$ cat src/rtl/mcycle_pkg.sv
// Shared types and constants for the multi-cycle multiply/divide unit.
// The divide datapath is compiled in only when MCYCLE_DIV_EN is defined.
package mcycle_pkg;

    localparam int DEFAULT_WIDTH = 32;

    localparam logic OP_MUL = 1'b0;
    localparam logic OP_DIV = 1'b1;

    typedef enum logic [1:0] {
        ST_IDLE    = 2'd0,
        ST_COMPUTE = 2'd1,
        ST_DONE    = 2'd2
    } mcycle_state_t;

endpackage

$ cat src/rtl/mcycle_step.sv
// One iteration of the shift-add multiplier or restoring divider on magnitudes.
// The shift-subtract path and its is_div port exist only under MCYCLE_DIV_EN.
module mcycle_step
    import mcycle_pkg::*;
#(
    parameter int WIDTH = DEFAULT_WIDTH
) (
`ifdef MCYCLE_DIV_EN
    input  logic             is_div,
`endif
    input  logic [WIDTH-1:0] hi,
    input  logic [WIDTH-1:0] lo,
    input  logic [WIDTH-1:0] operand,
    output logic [WIDTH-1:0] hi_next,
    output logic [WIDTH-1:0] lo_next
);

    logic [WIDTH:0] sum;
`ifdef MCYCLE_DIV_EN
    logic [WIDTH:0] rem_shift;
`endif

    always_comb begin
        // Multiply: add multiplicand when the multiplier LSB is set, then shift the pair right.
        sum     = {1'b0, hi} + (lo[0] ? {1'b0, operand} : '0);
        hi_next = sum[WIDTH:1];
        lo_next = {sum[0], lo[WIDTH-1:1]};
`ifdef MCYCLE_DIV_EN
        rem_shift = {hi, lo[WIDTH-1]};
        if (is_div) begin
            if (rem_shift >= {1'b0, operand}) begin
                hi_next = WIDTH'(rem_shift - {1'b0, operand});
                lo_next = {lo[WIDTH-2:0], 1'b1};
            end else begin
                hi_next = rem_shift[WIDTH-1:0];
                lo_next = {lo[WIDTH-2:0], 1'b0};
            end
        end
`endif
    end

endmodule

$ cat src/rtl/mcycle_seq.sv
// Iterative multiply/divide unit: WIDTH cycles per operation, one-cycle Done pulse.
// Define MCYCLE_DIV_EN to build the divider; otherwise divide requests return zeros.
//
// state      | meaning
// ST_IDLE    | waiting for Start; Busy follows Start
// ST_COMPUTE | one iteration per cycle, WIDTH cycles total
// ST_DONE    | results valid, Done pulses for one cycle
module mcycle_seq
    import mcycle_pkg::*;
#(
    parameter int WIDTH = DEFAULT_WIDTH
) (
    input  logic             CLK,
    input  logic             RESET,
    input  logic             Start,
    input  logic             MCycleOp,
    input  logic             Signed,
    input  logic [WIDTH-1:0] Operand1,
    input  logic [WIDTH-1:0] Operand2,
    output logic [WIDTH-1:0] Result1,
    output logic [WIDTH-1:0] Result2,
    output logic             Busy,
    output logic             Done
);

    localparam int            CW       = $clog2(WIDTH);
    localparam logic [CW-1:0] CNT_LAST = CW'(WIDTH - 1);

    mcycle_state_t state, state_next;

    logic [CW-1:0]      cnt;
    logic [WIDTH-1:0]   hi, lo, operand;
    logic [WIDTH-1:0]   hi_next, lo_next;
    logic [WIDTH-1:0]   res1, res2;
    logic [2*WIDTH-1:0] product;
    logic               op_q, neg_q;
    logic               start_op;
`ifdef MCYCLE_DIV_EN
    logic               rem_neg_q, div_zero_q;
    logic [WIDTH-1:0]   dividend_q;
`endif

    function automatic logic [WIDTH-1:0] magnitude(input logic [WIDTH-1:0] v, input logic sgn);
        return (sgn && v[WIDTH-1]) ? -v : v;
    endfunction

    assign start_op = (state == ST_IDLE) && Start;

    always_ff @(posedge CLK or negedge RESET) begin
        if (!RESET) state <= ST_IDLE;
        else        state <= state_next;
    end

    always_comb begin
        state_next = state;
        case (state)
            ST_IDLE:    if (Start) state_next = ST_COMPUTE;
            ST_COMPUTE: if (cnt == CNT_LAST) state_next = ST_DONE;
            ST_DONE:    state_next = ST_IDLE;
            default:    state_next = ST_IDLE;
        endcase
    end

    always_comb begin
        Busy = 1'b0;
        Done = 1'b0;
        case (state)
            // Gated by RESET so a held Start cannot request a stall while in reset.
            ST_IDLE:    Busy = Start & RESET;
            ST_COMPUTE: Busy = 1'b1;
            ST_DONE:    Done = 1'b1;
            default:    ;
        endcase
    end

    mcycle_step #(.WIDTH(WIDTH)) u_step (
`ifdef MCYCLE_DIV_EN
        .is_div  (op_q == OP_DIV),
`endif
        .hi      (hi),
        .lo      (lo),
        .operand (operand),
        .hi_next (hi_next),
        .lo_next (lo_next)
    );

    // Sign fix-up applied to the final iteration's output as it is captured.
    always_comb begin
        product = {hi_next, lo_next};
        if (neg_q) product = -product;
        res1 = product[WIDTH-1:0];
        res2 = product[2*WIDTH-1:WIDTH];
        if (op_q == OP_DIV) begin
`ifdef MCYCLE_DIV_EN
            res1 = neg_q ? -lo_next : lo_next;
            res2 = rem_neg_q ? -hi_next : hi_next;
            if (div_zero_q) begin
                res1 = '1;
                res2 = dividend_q;
            end
`else
            res1 = '0;
            res2 = '0;
`endif
        end
    end

    always_ff @(posedge CLK or negedge RESET) begin
        if (!RESET) begin
            cnt     <= '0;
            hi      <= '0;
            lo      <= '0;
            operand <= '0;
            op_q    <= OP_MUL;
            neg_q   <= 1'b0;
            Result1 <= '0;
            Result2 <= '0;
`ifdef MCYCLE_DIV_EN
            rem_neg_q  <= 1'b0;
            div_zero_q <= 1'b0;
            dividend_q <= '0;
`endif
        end else if (start_op) begin
            // lo carries multiplier or dividend; operand carries multiplicand or divisor.
            cnt     <= '0;
            hi      <= '0;
            lo      <= magnitude(Operand1, Signed);
            operand <= magnitude(Operand2, Signed);
            op_q    <= MCycleOp;
            neg_q   <= Signed & (Operand1[WIDTH-1] ^ Operand2[WIDTH-1]);
`ifdef MCYCLE_DIV_EN
            rem_neg_q  <= Signed & Operand1[WIDTH-1];
            div_zero_q <= (Operand2 == '0);
            dividend_q <= Operand1;
`endif
        end else if (state == ST_COMPUTE) begin
            hi  <= hi_next;
            lo  <= lo_next;
            cnt <= cnt + 1'b1;
            if (cnt == CNT_LAST) begin
                Result1 <= res1;
                Result2 <= res2;
            end
        end
    end

endmodule

$ cat config.mk
export PLATFORM = sky130hd
export DESIGN_NAME = mcycle_seq
export DESIGN_NICKNAME = d
export VERILOG_FILES = /design/src/rtl/mcycle_pkg.sv /design/src/rtl/mcycle_step.sv /design/src/rtl/mcycle_seq.sv
export SDC_FILE = /design/constraint.sdc
export NUM_CORES = 1
export LEC_CHECK = 0
export ABC_AREA = 1
export BUFFER_PORTS_ARGS = -buffer_cell sky130_fd_sc_hd__buf_4
export CORE_ASPECT_RATIO = 1.75
export CORE_MARGIN = 1.5
export CORE_UTILIZATION = 45
export DETAILED_ROUTE_END_ITERATION = 10
export PLACE_DENSITY_LB_ADDON = 0.3
export SYNTH_ARGS = -nofsm -noshare
export SYNTH_HDL_FRONTEND = slang
export SYNTH_SLANG_ARGS = --single-unit
$ cat constraint.sdc
create_clock -name CLK -period 4.7 [get_ports CLK]
set_clock_uncertainty 0.05 [all_clocks]
set_input_delay 0.235 -clock CLK [delete_from_list [all_inputs] [get_ports CLK]]
set_output_delay 0.235 -clock CLK [all_outputs]
set_load 0.01 [all_outputs]
==> results of run 1 <==
-- repair_timing --
action                                 4_1_cts  5_1_grt
hold buffers                                 3        0
endpoints found under the hold margin       88        0
setup endpoints to repair                    0        0
-- path summary, 6_finish.rpt --
| kind | from | to |
|---|---|---|
| max | lo[0]$_DFFE_PN0P_ | Result2[19]$_DFFE_PN0P_ |
| min in group asynchronous | RESET | state[0]$_DFFE_PN0P_ |
| min | Operand2[16] | operand[16]$_DFFE_PN0P_ |
| max reg2reg | lo[0]$_DFFE_PN0P_ | Result2[19]$_DFFE_PN0P_ |
| min reg2reg | operand[30]$_DFFE_PN0P_ | operand[30]$_DFFE_PN0P_ |
| max in group asynchronous | RESET | operand[18]$_DFFE_PN0P_ |
-- worst min-delay path, stage by stage --
cell and delay (ns):
buf_4 0.10, xnor2_1 0.10, o21ai_0 0.06
-- logic make-up after synthesis --
kind of cell             Yosys count
AND/OR/NAND/NOR                 1018
buffers and inverters            337
AO/OA/AOI/OAI                    295
flip-flops                       169
XOR/XNOR                          74
adder cells (fa/ha/maj)           38
-- final cells by class --
type,count,area share (%)
multi-input combinational,1425,48.6
sequential,169,29.0
timing repair buffer,151,7.85
inverter,277,7.14
tap,369,3.16
clock buffer,17,2.92
clock inverter,15,1.30
-- cells in the mapped netlist, types with 6 or more instances --
| cell type | instances | area (um^2) |
|---|---|---|
| nand2_2 | 9 | 56.3 |
| a32o_1 | 9 | 90.1 |
| inv_1 | 247 | 927 |
| xor2_1 | 61 | 534 |
| nand4_1 | 22 | 138 |
| dfrtp_1 | 169 | 4230 |
| nand3_1 | 107 | 536 |
| a21oi_1 | 53 | 265 |
| clkbuf_1 | 49 | 184 |
| o31ai_1 | 11 | 82.6 |
| xnor2_1 | 13 | 114 |
| clkinv_1 | 6 | 22.5 |
| a31oi_1 | 7 | 43.8 |
| buf_1 | 6 | 22.5 |
| ha_1 | 37 | 463 |
| nor4_1 | 6 | 37.5 |
| nor2_2 | 10 | 62.6 |
| nand2_1 | 643 | 2410 |
| nand2_4 | 6 | 67.6 |
| o211ai_1 | 11 | 82.6 |
| o21ai_0 | 178 | 891 |
| inv_2 | 23 | 86.3 |
| nor2_1 | 168 | 631 |
| nor3_1 | 17 | 85.1 |
-- sequential cells by signal, indices dropped and copies added (netlist names) --
signal / cells
neg_q: 1
operand: 32
Result1: 32
op_q: 1
hi: 32
state: 2
lo: 32
cnt: 5
Result2: 32
-- through the flow --
step	setup slack, ns	hold slack (ns)	utilization (%)	instances
4_1_cts	0.968	0.0205	53.2	2423
6_report	0.928	0.0335	53.2	2423
5_1_grt	0.540	0.0371	53.2	2423
3_3_place_gp	0.978	0.315	50.8	2388
3_5_place_dp	0.982	0.315	50.8	2388
2_1_floorplan	1.81	-0.111	-	1931
-- power groups by stage --
stage	registers, uW	logic [uW]	clock network, uW
6_report	2630	6710	1500
5_1_grt	2690	7430	1580
4_1_cts	2620	6660	1520
3_5_place_dp	2640	6630	0
3_3_place_gp	2630	6550	0
2_1_floorplan	2470	4440	0
-- layer usage --
| layer | up-vias | part of all wire (%) | GRT usage [%] |
|---|---|---|---|
| li1 | 6346 | - | - |
| met1 | 5954 | 33 | 28.9 |
| met2 | 407 | 53 | 57.8 |
| met3 | 186 | 3.1 | 3.73 |
| met4 | 0 | 11 | 28.6 |
| met5 | - | 0 | 0 |
==> impl_metrics.tcl, run 1 <==
set metrics [dict create \
    ys_types 51 \
    numCtsBuffers 17 \
    arrival_ns 4.05 \
    grt_pass1_vias 13182 \
    finalPower_uw 10800 \
    crit_slowest_cell "dfrtp_1" \
    fin_crit_sh_pct 80.3 \
    switchingPower_uw 5860 \
    layout.nets 2148 \
    crit_top_cell "nand2_1" \
    ant_nets 0 \
    synthSimpleGateAreaFrac_pct 34.2 \
    final_cell_mix "642 x nand2_1, 246 x inv_1, 178 x o21ai_0, 169 x dfrtp_1, 167 x nor2_1" \
    stdcell_area_mm2 0.0146 \
    synthesis.area_mm2 0.0126 \
    post_dp_cell_area_mm2 0.0139 \
    clockPowerShare_pct 13.9 \
    grtUsageTotal_pct 31.2 \
    async_flop_share_pct 100 \
    synth_fa_ha_area_share_pct 3.83 \
    rsz0062_at_grt "no" \
    synth-xor-area-share_pct 5.14 \
    synth-edff-count 0 \
    leakage_uw 0.00773 \
    reg2regPathDepth 17 \
    required_ns 4.98 \
    hp-class "input pin to flop" \
    seq_area_mm2 0.00423 \
    mostFrequentLayoutCell "nand2_1" \
    post_cts_resized 0 \
    io_buffers 134 \
    vias 12893 \
    clk_pin_slew_ns 0.07 \
    p_int_uw 4990 \
    gp_congestion 1.05 \
    synthFlopType "dfrtp_1" \
    wl_um 43500 \
    clk_path_buf_depth 2 \
    drtIter0Drc 786 \
    crit_chain "nand2_1 -> inv_1 -> ha_1 -> nand2_1 -> nor2_1 -> nand3_1 -> nand3_1 -> nand2_1 -> nand2_1 -> nand2_1 -> nand2_1 -> nand2_1 -> nor2_1 -> nand2_1 -> nand2_1 -> xor2_1 -> o21ai_1" \
    die_h_um 224 \
    rows 80 \
    switching_share_pct 54.0 \
    critPathMaxFanout 26 \
    p_per_area_mw_per_mm2 743 \
    max_freq_mhz 265 \
    hold_violations 0 \
    outcome "finished clean" \
    start_util_pct 45.9 \
    ctsRootBufferMaster "clkbuf_16" \
    regToRegSetupSlack_ns 0.93 \
    critPathKind "flop to flop" \
    n_fill_cell 2868 \
    cp_slowest_stage_delay_ns 0.84 \
    cpLargestDelayFamily "simple AND/OR/NAND/NOR gates" \
    die_w_um 129 \
    drive_gt1_share_pct 12.3 \
    core-area_mm2 0.0274 \
    htree_levels 4 \
    synth_seq_cells 169 \
    place_hpwl_um 34200 \
    synth_top_family_by_area "simple AND/OR/NAND/NOR gates" \
    cp.depth 17 \
    hold_depth 3 \
    path_buf_inv 1 \
    worstMarginPinSlew_ns 1.10 \
    multiInputGateArea_mm2 0.00710 \
    synthCells 1931 \
    avgSynthCellArea_um2 6.52 \
    synth.yosys.seq_area_share_pct 33.6 \
    antenna_found_initial 0 \
    power.share.combinational_pct 61.9 \
    finalCriticalPeriod_ns 3.77 \
    pwr-share-seq_pct 24.3 \
    worstSetupStartpointType "flop" \
    ir_drop_uv 354 \
    viasPerCell 5.32 \
    yosysWarnings 0 \
    syn_nets 2038 \
    relSlewSlack_pct 26.7 \
    cts_tree "yes" \
    drc 0 \
    worstSkewPairLatency_ns 0.45 \
    setup_tns_ns 0 \
    cts_setup_buffers 0 \
    syn_to_final_growth_pct 15.8 \
    drtPass1Iterations 5 \
    synth_compound_area_share_pct 13.1 \
    grt_max_degree 90 \
    grt-ovfl-total 0 \
    ios 135 \
    drv_cap 0 \
    muxShareOfSynthArea_pct 0 \
    cts_num_sinks 169 \
    grt_first_pass_wirelength_um 68000 \
    wire_per_inst_um 17.9 \
    diodes 0 \
    drv_slew 0 \
    design.die.area_mm2 0.0291 \
    report.final.setup_viol 0 \
    worstSetupEndpointType "flop" \
]
No activity file was read; power rests on OpenSTA's default activity.
==> run 2, diff against run 1 <==
- clock period: 4.7 -> 3.6 ns (I/O delays scaled with it)
==> impl_metrics.tcl, run 2 (synthesis gave the netlist of run 1 again) <==
set metrics [dict create \
    drtIter0Drc 821 \
    numCtsBuffers 17 \
    hold_depth 3 \
    ir_drop_uv 489 \
    p_per_area_mw_per_mm2 970 \
    hold_violations 0 \
    worstSetupStartpointType "flop" \
    final_cell_mix "642 x nand2_1, 246 x inv_1, 178 x o21ai_0, 169 x dfrtp_1, 166 x nor2_1" \
    drv_cap 0 \
    arrival_ns 3.60 \
    layout.nets 2178 \
    place_hpwl_um 35800 \
    antenna_found_initial 0 \
    wire_per_inst_um 18.6 \
    htree_levels 4 \
    grt-ovfl-total 0 \
    worstSetupEndpointType "flop" \
    stdcell_count 2453 \
    min_to "operand[0]$_DFFE_PN0P_" \
    ios 135 \
    dp_cells 2400 \
    cts_setup_buffers 0 \
    cp_slowest_stage_delay_ns 0.46 \
    ant_nets 0 \
    grt_max_degree 102 \
    worstMarginPinSlew_ns 1.08 \
    fin_crit_sh_pct 91.5 \
    rows 80 \
    n_fill_cell 2849 \
    viasPerCell 5.36 \
    path_buf_inv 3 \
    drv_slew 0 \
    start_util_pct 45.9 \
    core-area_mm2 0.0274 \
    finalCriticalPeriod_ns 3.29 \
    wl_um 45700 \
    vias 13144 \
    syn_to_final_growth_pct 18.0 \
    io_buffers 134 \
    grt_pass1_vias 13298 \
    drtPass1Iterations 6 \
    setup_tns_ns 0 \
    r2r_start "lo[0]$_DFFE_PN0P_" \
    rsz0062_at_grt "no" \
    ctsRootBufferMaster "clkbuf_16" \
    regToRegEndpoint "Result2[31]$_DFFE_PN0P_" \
    critPathMaxFanout 28 \
    critPathKind "flop to flop" \
    crit_slowest_cell "dfrtp_1" \
    cts_tree "yes" \
    diodes 0 \
    reg2regPathDepth 21 \
    max_freq_mhz 304 \
    clk_path_buf_depth 2 \
    worstSkewPairLatency_ns 0.47 \
    cpLargestDelayFamily "simple AND/OR/NAND/NOR gates" \
    required_ns 3.91 \
    drive_gt1_share_pct 12.8 \
    mostFrequentLayoutCell "nand2_1" \
    drc 0 \
    die_w_um 129 \
    grt_first_pass_wirelength_um 70600 \
    clk_pin_slew_ns 0.07 \
    regToRegSetupSlack_ns 0.31 \
    crit_chain "buf_12 -> nand2_1 -> inv_1 -> ha_1 -> nand2_1 -> nand2_1 -> inv_2 -> nand2_1 -> nand2_1 -> nand2_1 -> nand2_1 -> a21oi_1 -> nand2_1 -> nor2_1 -> nand2_1 -> nor2_2 -> nand3_1 -> nand2_1 -> nand3_1 -> nand3_1 -> nand2_1" \
    relSlewSlack_pct 27.9 \
    cts_num_sinks 169 \
    grtUsageTotal_pct 32.9 \
    report.final.setup_viol 0 \
    design.die.area_mm2 0.0291 \
    gp_congestion 0.981 \
    die_h_um 224 \
    finalPower_uw 14400 \
    crit_top_cell "nand2_1" \
    leakage_uw 0.00785 \
    min_from "Operand2[0]" \
    hp-class "input pin to flop" \
    outcome "finished clean" \
]
-- run 2: worst min-delay path: cells and delay by family --
kind	cells	cell delay, ns
AO/OA/AOI/OAI	1	0.16
buffers and inverters	2	0.14
-- run 2: worst max-delay path by stage --
stage,startpoint,to,depth (start not counted)
floorplan,lo[0]$_DFFE_PN0P_,Result2[31]$_DFFE_PN0P_,22
global placement,lo[0]$_DFFE_PN0P_,Result2[31]$_DFFE_PN0P_,19
detailed placement,lo[0]$_DFFE_PN0P_,Result2[31]$_DFFE_PN0P_,19
CTS,lo[0]$_DFFE_PN0P_,Result2[31]$_DFFE_PN0P_,19
global route,lo[0]$_DFFE_PN0P_,Result2[31]$_DFFE_PN0P_,20
finish,lo[0]$_DFFE_PN0P_,Result2[31]$_DFFE_PN0P_,21
-- run 2: area by class of cell --
type	count	area [um^2]	area share (%)
flip-flops and latches	169	4230	28.5
multi-input cells	1425	7110	47.9
clock buffers	19	443	2.98
well taps	369	462	3.11
inverters	277	1040	7.01
clock inverters	13	133	0.892
repair buffers	181	1440	9.69
-- run 2: layer usage --
layer | routed length, um | global-route usage (%) | part of all wire (%) | vias to the layer above
li1 | - | - | - | 6424
met5 | 0 | 0 | 0 | -
met3 | 1540 | 4.45 | 3.4 | 183
met1 | 15100 | 30.2 | 33 | 6124
met2 | 24300 | 61.1 | 53 | 413
met4 | 4760 | 29.9 | 10 | 0
-- run 2: what timing repair did --
item | in CTS | in global routing
resized for setup | 0 | 4
endpoints found under the setup margin | 0 | 7
hold buffers | 21 | 0
hold endpoints to repair | 87 | 0
-- run 2: power breakdown --
group          switching [uW]  total [uW]  internal [uW]  leakage (uW)
logic                    6290        9170           2880       0.00546
registers                 695        3400           2700       0.00211
clock network             916        1850            932      0.000278
total                    7900       14400           6520       0.00785
-- run 2: per-stage QoR --
step / util (%) / setup WS, ns / area (um^2) / hold slack [ns]
global route: 54.2 / 0.0113 / 14900 / 0.0159
global placement: 51.3 / 0.355 / 14100 / 0.205
detailed placement: 51.3 / 0.289 / 14100 / 0.208
floorplan: - / 0.715 / 12600 / -0.166
CTS: 54.1 / 0.289 / 14800 / 0.00211
finish: 54.2 / 0.307 / 14900 / 0.00480
